$ cat src/rtl/emmc_card_cmd_resp.sv
// emmc_card_cmd_resp
//   Card-side eMMC CMD-line responder. It receives 48-bit host command
//   frames, checks them, tracks the card identification/transfer state and
//   drives R1/R1b/R2/R3 responses back on the CMD line. Data commands
//   (CMD8/17/24) are handed to a separate data responder via dat_req_o.
//
// Ports
//   clk_i         sole clock, rising edge
//   rst_i         synchronous active-high reset
//   cmd_i         CMD line from host
//   cmd_o/_oe_o   response bit and its drive enable
//   busy_o        DAT0 busy request after an R1b response
//   dat_req_o     one-cycle pulse after the R1 of an accepted CMD8/17/24
//   dat_idx_o     index of the last data command (held)
//   dat_arg_o     argument of the last data command (held)
//   card_state_o  current card state (status-register encoding)
//   rca_o         assigned relative card address
//
// Build option
//   EMMC_CARD_CRC_CHECK_EN : when defined, commands with a bad CRC7 are
//   dropped and COM_CRC_ERROR (bit 23) is flagged in the next R1.
module emmc_card_cmd_resp #(
  parameter logic [31:0]  OCR         = 32'h40FF8080,
  parameter int           BUSY_POLLS  = 2,
  parameter logic [127:0] CID         = 128'h7000_0000_454D_4D43_3031_1234_5678_9A01,
  parameter logic [127:0] CSD         = 128'hD00F_0032_0F59_03FF_FFFF_FFFF_8A40_4001,
  parameter int           NCR         = 2,
  parameter int           BUSY_CYCLES = 16
) (
  input  logic        clk_i,
  input  logic        rst_i,
  input  logic        cmd_i,
  output logic        cmd_o,
  output logic        cmd_oe_o,
  output logic        busy_o,
  output logic        dat_req_o,
  output logic [5:0]  dat_idx_o,
  output logic [31:0] dat_arg_o,
  output logic [3:0]  card_state_o,
  output logic [15:0] rca_o
);

  typedef enum logic [3:0] {
    S_IDLE = 4'd0, S_READY = 4'd1, S_IDENT = 4'd2, S_STBY = 4'd3, S_TRAN = 4'd4
  } card_st_e;
  typedef enum logic [1:0] {R_IDLE, R_SHIFT, R_CHECK} rx_st_e;
  typedef enum logic [1:0] {T_IDLE, T_WAIT, T_SEND} tx_st_e;
  typedef enum logic [2:0] {K_NONE, K_R1, K_R3, K_R2CID, K_R2CSD} kind_e;
  typedef enum logic [1:0] {A_NONE, A_BUSY, A_DAT} act_e;

  // CRC7 (x^7 + x^3 + 1), MSB first
  function automatic logic [6:0] crc7_40(input logic [39:0] d);
    logic [6:0] c;
    logic       fb;
    c = '0;
    for (int i = 39; i >= 0; i--) begin
      fb = d[i] ^ c[6];
      c  = {c[5:0], 1'b0};
      if (fb) c = c ^ 7'h09;
    end
    return c;
  endfunction

  function automatic logic [6:0] crc7_120(input logic [119:0] d);
    logic [6:0] c;
    logic       fb;
    c = '0;
    for (int i = 119; i >= 0; i--) begin
      fb = d[i] ^ c[6];
      c  = {c[5:0], 1'b0};
      if (fb) c = c ^ 7'h09;
    end
    return c;
  endfunction

  rx_st_e         rx_st_q, rx_st_d;
  tx_st_e         tx_st_q, tx_st_d;
  logic [47:0]    rx_sh_q;
  logic [5:0]     rx_cnt_q;
  card_st_e       state_q, pend_state_q;
  logic [15:0]    rca_q, pend_rca_q;
  logic [7:0]     poll_q;
  logic           err_ill_q, err_crc_q;
  logic [135:0]   resp_q;
  logic           long_q;
  act_e           pend_act_q;
  logic [5:0]     pend_idx_q;
  logic [31:0]    pend_arg_q;
  logic [5:0]     tx_cnt_q;
  logic [7:0]     bits_q;
  logic           cmd_o_q, cmd_oe_q, busy_q, dat_req_q;
  logic [15:0]    busy_cnt_q;
  logic [5:0]     dat_idx_q;
  logic [31:0]    dat_arg_q;

  // received frame fields (valid while rx_st_q == R_CHECK)
  logic        rx_dir, rx_end, crc_ok, rca_hit;
  logic [5:0]  rx_idx;
  logic [31:0] rx_arg;
  assign rx_dir  = rx_sh_q[46];
  assign rx_idx  = rx_sh_q[45:40];
  assign rx_arg  = rx_sh_q[39:8];
  assign rx_end  = rx_sh_q[0];
  assign rca_hit = (rx_arg[31:16] == rca_q);

`ifdef EMMC_CARD_CRC_CHECK_EN
  assign crc_ok = (crc7_40(rx_sh_q[47:8]) == rx_sh_q[7:1]);
`else
  logic unused_rx_crc;
  assign unused_rx_crc = ^rx_sh_q[7:1];
  assign crc_ok = 1'b1;
`endif

  // command decode
  kind_e    kind;
  act_e     act;
  card_st_e nst;
  logic [15:0] nrca;
  logic     set_ill, set_crc, do_cmd0, poll_inc, ocr_rdy;

  always_comb begin
    kind     = K_NONE;
    act      = A_NONE;
    nst      = state_q;
    nrca     = rca_q;
    set_ill  = 1'b0;
    set_crc  = 1'b0;
    do_cmd0  = 1'b0;
    poll_inc = 1'b0;
    ocr_rdy  = 1'b0;
    if (rx_st_q == R_CHECK && rx_dir && rx_end) begin
      if (!crc_ok) set_crc = 1'b1;
      else begin
        case (rx_idx)
          6'd0: do_cmd0 = 1'b1;
          6'd1:
            if (state_q == S_IDLE || state_q == S_READY) begin
              kind = K_R3;
              if (poll_q >= 8'(BUSY_POLLS)) begin
                ocr_rdy = 1'b1;
                nst     = S_READY;
              end else poll_inc = 1'b1;
            end else set_ill = 1'b1;
          6'd2:
            if (state_q == S_READY) begin
              kind = K_R2CID;
              nst  = S_IDENT;
            end else set_ill = 1'b1;
          6'd3:
            if (state_q == S_IDENT) begin
              kind = K_R1;
              nrca = rx_arg[31:16];
              nst  = S_STBY;
            end else set_ill = 1'b1;
          6'd9:
            if (state_q == S_STBY && rca_hit) kind = K_R2CSD;
            else set_ill = 1'b1;
          6'd7:
            if (state_q == S_STBY && rca_hit) begin
              kind = K_R1;
              nst  = S_TRAN;
            end else set_ill = 1'b1;
          6'd6:
            if (state_q == S_TRAN) begin
              kind = K_R1;
              act  = A_BUSY;
            end else set_ill = 1'b1;
          6'd8, 6'd17, 6'd24:
            if (state_q == S_TRAN) begin
              kind = K_R1;
              act  = A_DAT;
            end else set_ill = 1'b1;
          default: set_ill = 1'b1;
        endcase
      end
    end
  end

  // response frames, left-aligned in 136 bits
  logic [31:0]  status;
  logic [39:0]  r1_body;
  logic [135:0] resp_d;
  assign status  = {8'h00, err_crc_q, err_ill_q, 9'h000, state_q, 1'b1, 8'h00};
  assign r1_body = {2'b00, rx_idx, status};

  always_comb begin
    resp_d = '0;
    case (kind)
      K_R1:    resp_d = {r1_body, crc7_40(r1_body), 1'b1, 88'h0};
      K_R3:    resp_d = {2'b00, 6'h3F, ocr_rdy, OCR[30:0], 7'h7F, 1'b1, 88'h0};
      K_R2CID: resp_d = {2'b00, 6'h3F, CID[127:8], crc7_120(CID[127:8]), 1'b1};
      K_R2CSD: resp_d = {2'b00, 6'h3F, CSD[127:8], crc7_120(CSD[127:8]), 1'b1};
      default: resp_d = '0;
    endcase
  end

  // FSM next state; RX only arms while nothing is being transmitted
  always_comb begin
    rx_st_d = rx_st_q;
    tx_st_d = tx_st_q;
    case (rx_st_q)
      R_IDLE:  if (tx_st_q == T_IDLE && !cmd_i) rx_st_d = R_SHIFT;
      R_SHIFT: if (rx_cnt_q == 6'd1) rx_st_d = R_CHECK;
      default: rx_st_d = R_IDLE;
    endcase
    case (tx_st_q)
      T_IDLE:  if (kind != K_NONE) tx_st_d = T_WAIT;
      T_WAIT:  if (tx_cnt_q == 6'd0) tx_st_d = T_SEND;
      T_SEND:  if (bits_q == 8'd0) tx_st_d = T_IDLE;
      default: tx_st_d = T_IDLE;
    endcase
  end

  always_ff @(posedge clk_i) begin
    if (rst_i) begin
      rx_st_q <= R_IDLE;
      tx_st_q <= T_IDLE;
    end else begin
      rx_st_q <= rx_st_d;
      tx_st_q <= tx_st_d;
    end
  end

  always_ff @(posedge clk_i) begin
    if (rst_i) begin
      rx_sh_q      <= '0;
      rx_cnt_q     <= '0;
      state_q      <= S_IDLE;
      pend_state_q <= S_IDLE;
      rca_q        <= 16'h0001;
      pend_rca_q   <= 16'h0001;
      poll_q       <= '0;
      err_ill_q    <= 1'b0;
      err_crc_q    <= 1'b0;
      resp_q       <= '0;
      long_q       <= 1'b0;
      pend_act_q   <= A_NONE;
      pend_idx_q   <= '0;
      pend_arg_q   <= '0;
      tx_cnt_q     <= '0;
      bits_q       <= '0;
      cmd_o_q      <= 1'b1;
      cmd_oe_q     <= 1'b0;
      busy_q       <= 1'b0;
      busy_cnt_q   <= '0;
      dat_req_q    <= 1'b0;
      dat_idx_q    <= '0;
      dat_arg_q    <= '0;
    end else begin
      dat_req_q <= 1'b0;

      // start bit is already 0, so the frame begins as all zeros
      if (rx_st_q == R_IDLE && rx_st_d == R_SHIFT) begin
        rx_sh_q  <= '0;
        rx_cnt_q <= 6'd47;
      end else if (rx_st_q == R_SHIFT) begin
        rx_sh_q  <= {rx_sh_q[46:0], cmd_i};
        rx_cnt_q <= rx_cnt_q - 6'd1;
      end

      // errors are reported once, then cleared
      if (kind == K_R1) begin
        err_ill_q <= 1'b0;
        err_crc_q <= 1'b0;
      end
      if (set_ill) err_ill_q <= 1'b1;
      if (set_crc) err_crc_q <= 1'b1;
      if (poll_inc) poll_q <= poll_q + 8'd1;
      if (do_cmd0) begin
        state_q <= S_IDLE;
        rca_q   <= 16'h0001;
        poll_q  <= '0;
      end

      if (busy_q) begin
        if (busy_cnt_q == 16'd0) busy_q <= 1'b0;
        else busy_cnt_q <= busy_cnt_q - 16'd1;
      end

      case (tx_st_q)
        T_IDLE:
          if (kind != K_NONE) begin
            resp_q       <= resp_d;
            long_q       <= (kind == K_R2CID) || (kind == K_R2CSD);
            pend_state_q <= nst;
            pend_rca_q   <= nrca;
            pend_act_q   <= act;
            pend_idx_q   <= rx_idx;
            pend_arg_q   <= rx_arg;
            // the check cycle itself is one of the NCR gap cycles
            tx_cnt_q     <= 6'(NCR - 2);
          end
        T_WAIT:
          if (tx_cnt_q == 6'd0) begin
            cmd_oe_q <= 1'b1;
            cmd_o_q  <= resp_q[135];
            resp_q   <= {resp_q[134:0], 1'b0};
            bits_q   <= long_q ? 8'd135 : 8'd47;
            // state/RCA become visible together with the start bit
            state_q  <= pend_state_q;
            rca_q    <= pend_rca_q;
          end else tx_cnt_q <= tx_cnt_q - 6'd1;
        T_SEND:
          if (bits_q == 8'd0) begin
            cmd_oe_q <= 1'b0;
            cmd_o_q  <= 1'b1;
            if (pend_act_q == A_BUSY) begin
              busy_q     <= 1'b1;
              busy_cnt_q <= 16'(BUSY_CYCLES - 1);
            end
            if (pend_act_q == A_DAT) begin
              dat_req_q <= 1'b1;
              dat_idx_q <= pend_idx_q;
              dat_arg_q <= pend_arg_q;
            end
          end else begin
            cmd_o_q <= resp_q[135];
            resp_q  <= {resp_q[134:0], 1'b0};
            bits_q  <= bits_q - 8'd1;
          end
        default: ;
      endcase
    end
  end

  assign cmd_o        = cmd_o_q;
  assign cmd_oe_o     = cmd_oe_q;
  assign busy_o       = busy_q;
  assign dat_req_o    = dat_req_q;
  assign dat_idx_o    = dat_idx_q;
  assign dat_arg_o    = dat_arg_q;
  assign card_state_o = state_q;
  assign rca_o        = rca_q;

endmodule

$ cat config.mk
export PLATFORM = sky130hd
export DESIGN_NAME = emmc_card_cmd_resp
export DESIGN_NICKNAME = d
export VERILOG_FILES = /design/src/rtl/emmc_card_cmd_resp.sv
export SDC_FILE = /design/constraint.sdc
export NUM_CORES = 1
export LEC_CHECK = 0
export ABC_AREA = 1
export CAP_MARGIN = 20
export CORE_ASPECT_RATIO = 1.1
export CORE_UTILIZATION = 61
export CTS_CLUSTER_DIAMETER = 40
export CTS_CLUSTER_SIZE = 12
export DETAILED_ROUTE_END_ITERATION = 8
export PLACE_DENSITY = 0.86
export SLEW_MARGIN = 5
export SYNTH_ARGS = -nofsm -noshare
export SYNTH_HDL_FRONTEND = slang
export SYNTH_SLANG_ARGS = --single-unit
$ cat constraint.sdc
create_clock -name clk_i -period 3 [get_ports clk_i]
set_clock_uncertainty 0.05 [all_clocks]
set_input_delay 0.75 -clock clk_i [delete_from_list [all_inputs] [get_ports clk_i]]
set_output_delay 0.75 -clock clk_i [all_outputs]
set_load 0.05 [all_outputs]
Word-level counts from Yosys, hierarchy flattened:

Index checks and enable logic that the tools add are counted.

* add/subtract/negate cells: 5
* multiply operators: 0
* divide/modulo/power cells: 0
* $lt $le $gt $ge: 1
* equality and inequality tests: 31
* shifts and indexed selects: 0
* mux-type cells: 163
* bitwise operators: 52
* reduce and logical (&&, ||, !) cells: 35

Operators by type and width (number)
* $pmux 134 s4: 1
* $mux 136: 3
* $pmux 136 s3: 1
* $mux 7: 39
* $mux 4: 48
* $mux 16: 11
* $not 2->2: 39
* $mux 1: 32
* $mux 6: 4
* $mux 8: 3
* $mux 2: 9
* $pmux 3 s6: 1
* $eq 16x16->1: 1
* $logic_not 16->1: 1
* $pmux 4 s4: 1
* $pmux 8 s2: 1
* $sub 16x1->16 const B: 1
* $reduce_and 3->1: 5
* $eq 6x1->1 const B: 2
* $eq 6x2->1 const B: 2
* $eq 6x3->1 const B: 2
* $eq 6x4->1 const B: 2
* $eq 6x5->1 const B: 2
* $logic_not 6->1: 2
* other kinds (35): 74

* register bits after elaboration: 355
* latch bits: 0
* memory bits (writable): 0
* bits in read-only memories: 0
* input port bits: 3
* output and inout bits: 62
* logic and storage cells: 312
* memories: 0

Longest topological paths before layout:

* word-level depth: 126
* mapped depth: 20
* gate-level depth less buffers: 19

Worst setup path after synthesis:

OpenSTA, ideal clock, no wires.

* kind: flip-flop to flip-flop
* start: register state_q[1], in the netlist card_state_o[1]
* end: register resp_q[10]
* setup time: 128 ps
* data arrival time: 2217 ps
* required time: 2822 ps
* slack: 605 ps
* cell stages (with the launch flop): 15
* path buffers: 1
* cell sequence: dfxtp_1 inv_1 nand2_1 nor2_1 nand2_1 nand2_1 inv_2 nor2_8 nor2_8 nand3_4 nand3_4 clkbuf_1 nand2_1 o21ai_0 nor2_1

* word-level cells in the longest chain between the ends: 8
* elaborated cells between the ends (all ways): 18
* those cells by class: 5 x eq/ne; 8 x mux; 5 x reduce/logical

RTL lines
* from (decl): RTL line 80 `card_st_e state_q, pend_state_q;`
* from (signal assigned): RTL line 300 `state_q <= pend_state_q;`
* $eq 4x2->1 (tied with other cells): RTL line 156, 159
* $logic_and 1x1->1 / $logic_or 1x1->1 (equally long branches): RTL line 156, 159, 137
* $mux 1 (tied with other cells): RTL line 159 `if (state_q == S_STBY && rca_hit) begin`
* $pmux 3 s6 (*): RTL line 134 `case (rx_idx)`
* $mux 3 (*): RTL line 131 `if (rx_st_q == R_CHECK && rx_dir && rx_end) begin`
* $reduce_bool 3->1 (*): RTL line 282 `if (kind != K_NONE) begin`
* $ne 2x1->1 (no source line) (*)
* $reduce_and 4->1 (no source line) (*)
* to (signal assigned): RTL line 283 `resp_q <= resp_d;`
* to (signal assigned): RTL line 297 `resp_q <= {resp_q[134:0], 1'b0};`
* to (signal assigned): RTL line 318 `resp_q <= {resp_q[134:0], 1'b0};`
* to (decl): RTL line 84 `logic [135:0] resp_q;`

Every way passes the cells marked *; elsewhere a longest branch is shown, timed or not.
A chain may end at the register's enable or synchronous reset.

Worst setup path in the final report:

* start: register rx_sh_q[42]
* end: register resp_q[118]

* word-level cells in the longest chain between the ends: 8
* elaborated cells between the ends (all ways): 22
* those cells by class: 14 x eq/ne; 5 x mux; 3 x reduce/logical

RTL lines
* from (decl): RTL line 78 `logic [47:0] rx_sh_q;`
* from (signal assigned): RTL line 257 `rx_sh_q <= {rx_sh_q[46:0], cmd_i};`
* $eq 6x4->1 (tied with other cells): RTL line 134
* $reduce_or 4->1 (no source line)
* $pmux 3 s6 (*): RTL line 134
* $mux 3 (*): RTL line 131
* $eq 3x3->1 (tied with other cells): RTL line 188 `case (kind)`
* $pmux 134 s4: RTL line 188
* $mux 136: RTL line 282
* $pmux 136 s3: RTL line 280 `case (tx_st_q)`

Every way passes the cells marked *; elsewhere a longest branch is shown, timed or not. The select of a mux whose other input is x is not followed.

==> results.md <==
* Clock tree from TritonCTS: yes
* Final HPWL DP at roughly 25000 µm
* Die footprint at between 20000 and 30000 µm²
* Number of sinks handled by clock tree synthesis at approximately 360
* Cell area power density at 881 nW/µm²
* Worst hold start: poll_q[5]
* Initial detailed-routing violation count at around 1400
* Clock Tree Buf Depth at 3
* Pin count of the biggest net entering global routing at 121
* Area of the mapped netlist at 16700 µm²
* Headroom to the max-slew limit at 38.8%
* Clock transition time at the flip-flop clock pins of the worst setup and hold paths at 0.06 ns
* Layout overhead on the synthesized area at 13.3%
* Crit end category: flop
* Fin. max-slew vios at 0
* Library cell occupying the most area in the post-synthesis netlist: dfxtp_1
* Global Route Usage Sum at between 20% and 30%
* Setup TNS Final at 0 ns
* Global placement routability congestion at 0.988
* Total Wirelength at between 40000 and 50000 µm
* Most frequent cells in the layout: nand2_1, dfxtp_1, inv_1
* Worst hold path class: flop to flop
* WHS at approximately 0.38 ns
* Overall overflow remaining after global route at 0
* Cell leakage power at roughly 8.6 nW
* Cell types with the largest area share after synthesis: dfxtp_1, nand2_1, inv_1, o21ai_0, nor2_1
* 1st-pass router iterations at 6
* EDFF count, synth at 0
* Most common cell after layout, fill and taps aside: nand2_1
* Number of buffers inserted for hold repair after clock tree synthesis at 0
* Required time of the critical path at roughly 3.4 ns
* Routed WL per cell at between 10 and 15 µm
* Pin slew with the least headroom to its limit at approximately 0.92 ns
* Number of standard cells in the layout, taps in and fillers out at 2878
* Final Hold Viols at 0
* Total inserted antenna cells at 0
* Clock latency on the worst-skew pair at ~0.53 ns
* Net count of the mapped netlist at about 2500
* Wire length of the first global-routing pass at approximately 66000 µm
* Seq/Total Area, Yosys at between 40 and 50%
* Post-synth top area share at approximately 43%
* Endpoint with the worst hold slack: poll_q[5]
* Critical path class: flop to flop
* Synth Register Bits at around 360
* Number of clock buffers inserted by TritonCTS at between 40 and 50
* Remaining antenna violation count after routing at 0
* Port-buffer cells at 64
* Post-Synth Adder-Cell Area at 1.35%
* Vias after detailed routing at about 16000
* Largest family of logic cells by synthesized area: simple AND/OR/NAND/NOR gates
* Final setup vio count at 0
* Complex-gate fraction of the synthesized area at 15.2%
* Simple-gate area share of the yosys netlist at 27.7%
* Time the final worst path needs with I/O delays and setup at roughly 2.7 ns
* Async set-or-reset flop fraction in the synthesized netlist at 0%
* Number of distinct standard cells referenced by the synthesized netlist at 41
* Clock Tree Root: clkbuf_16
* Ys flop type: dfxtp_1
* Depth of the worst register-to-register path at 15
* Fmax at roughly 370 MHz
* R2R setup slack at between 0.2 and 0.3 ns
* Cells after synthesis at around 2500
* Element type at the critical path start: flop
* WHS Path Cells at 2
* Slowest stage cell, crit path: buf_4
* Critical register-to-register path startpoint: rx_sh_q[42]
* Initial core utilization at roughly 62%
* Highest net fanout along the worst path at 31
* Result of the run: complete, no violations
* Number of synthesis warnings at 0
* CTS H-tree depth at 2
* Data arrival, critical path at between 3 and 4 ns
* Final-layout fill cell count at about 2200
* Per-cell via count in the routed design at about 5.4
* Final #Nets at about 2500
* DRC violations left at 0
* Multiplexer fraction of the synthesized cell area at 0.202%
* Worst r2r dst: resp_q[118]
* Vias in the first global route at about 14000
* Total core area at ~27000 µm²
* Crit path launch: rx_sh_q[42]
* Fraction of final layout cells with drive strength greater than 1 at roughly 5.6%
* Ports placed on the boundary at 65
* Std cell rows at 63
* Peak VDD IR at 0.645 mV
* Area share of xor/xnor cells in the synthesized design at about 1.4%
* Placed cell count at around 2800
* Ordered list of cells on the worst path: inv_1 -> ha_1 -> nand2_2 -> a21oi_1 -> nor2_1 -> nand2_2 -> nand2_4 -> inv_1 -> nand2_2 -> nand3_4 -> buf_4 -> buf_4 -> nand4_1 -> nor2_1 -> nor2_1
* Die outline height at 176 µm
* Peak per-stage delay on the critical path at about 0.32 ns
* Reported max-cap violation count at 0
* Chip Width at roughly 160 µm
* Period utilization at 90.8%
* Mean cell area of the mapped netlist at ~6.7 µm²
* Antenna violations before repair at 0
synth_stat cells (all sizes together) (2+ instances only):
cell type and instances:
a21oi 201, a211oi 8, xnor2 10, nand2 636
nor2 303, nand3 93, o21ai 250, dfxtp 355
clkbuf 97, a31oi 7, o22ai 4, nand3b 2
o31ai 13, nand4 50, xor2 17, nor3b 2
mux2 3, nor3 19, ha 18, inv 338
o21a 5, nor4 10, buf 46
registers in the layout (all words and copies together), names as in the netlist, 2 cells and up:
name          count
resp_q          136
rx_sh_q          47
dat_arg_o        32
pend_arg_q       32
busy_cnt_q       16
pend_rca_q       16
rca_o            16
bits_q            8
poll_q            8
dat_idx_o         6
pend_idx_q        6
rx_cnt_q          6
tx_cnt_q          6
card_state_o      4
pend_state_q      4
pend_act_q        2
rx_st_q           2
tx_st_q           2
kinds of logic after synthesis:
| logic type | count (synthesis) |
|---|---|
| muxes | 3 |
| buffers and inverters | 482 |
| adders and majority gates | 18 |
| DFF | 355 |
| xor gates and xnor gates | 27 |
| AOI/OAI and AO/OA | 490 |
| and+or+nand+nor | 1117 |
per-layer routing:
| layer | part of all wire [%] | wire [µm] | track usage [%] | up-vias |
|---|---|---|---|---|
| met1 | 42 | 17000 | 33.9 | 7182 |
| met2 | 49 | 19900 | 49.6 | 442 |
| met5 | 0 | 0 | 0 | - |
| met4 | 3.3 | 1320 | 10.9 | 0 |
| li1 | - | - | - | 7860 |
| met3 | 4.9 | 1990 | 3.71 | 105 |
critical path, delay by kind of cell, from the launching register on:
family          cells  cell delay (ns)
compound gates      1             0.24
fa+ha+maj           1             0.21
buf+inv             4             0.69
flops               1             0.31
simple gates        9             1.11
report_power, final:
part	internal [W]	switching, W	leakage, nW
sequential	0.00556	0.000390	2.88
clock	0.00293	0.00196	0.663
combinational	0.00181	0.00403	5.03
repair_timing:
item                       in CTS  in global routing
buffers inserted                0                  2
setup endpoints to repair       0                 58
gates resized for setup         0                  4
worst max-delay path by stage:
stage	to	slack, ns	cells past startpoint
floorplan	resp_q[10]	0.61	14
global placement	pend_rca_q[2]	0.15	13
detailed placement	resp_q[81]	0.19	14
CTS	resp_q[81]	0.16	14
global route	resp_q[118]	-0.01	15
finish	resp_q[118]	0.28	15
area by class of cell:
| class | count | area, µm² | area share, % |
|---|---|---|---|
| multi-input combinational | 1655 | 7690 | 40.6 |
| clock buffer | 51 | 1160 | 6.11 |
| timing repair buffer | 102 | 1070 | 5.66 |
| tap | 357 | 447 | 2.36 |
| clock inverter | 19 | 185 | 0.978 |
| sequential | 355 | 7110 | 37.5 |
| inverter | 339 | 1280 | 6.76 |
metrics by stage:
stage                     utilization (%)  worst slack [ns]  instance area (µm²)  total power [W]
after detailed placement             64.9             0.192                17500           0.0116
after global placement               64.9             0.146                17500           0.0113
after global routing                 70.2           -0.0126                18900           0.0178
after floorplan                         -             0.605                16700           0.0106
after CTS                            69.9             0.162                18900           0.0165
final                                70.2             0.275                18900           0.0167
(Power assumes the default switching activity.)
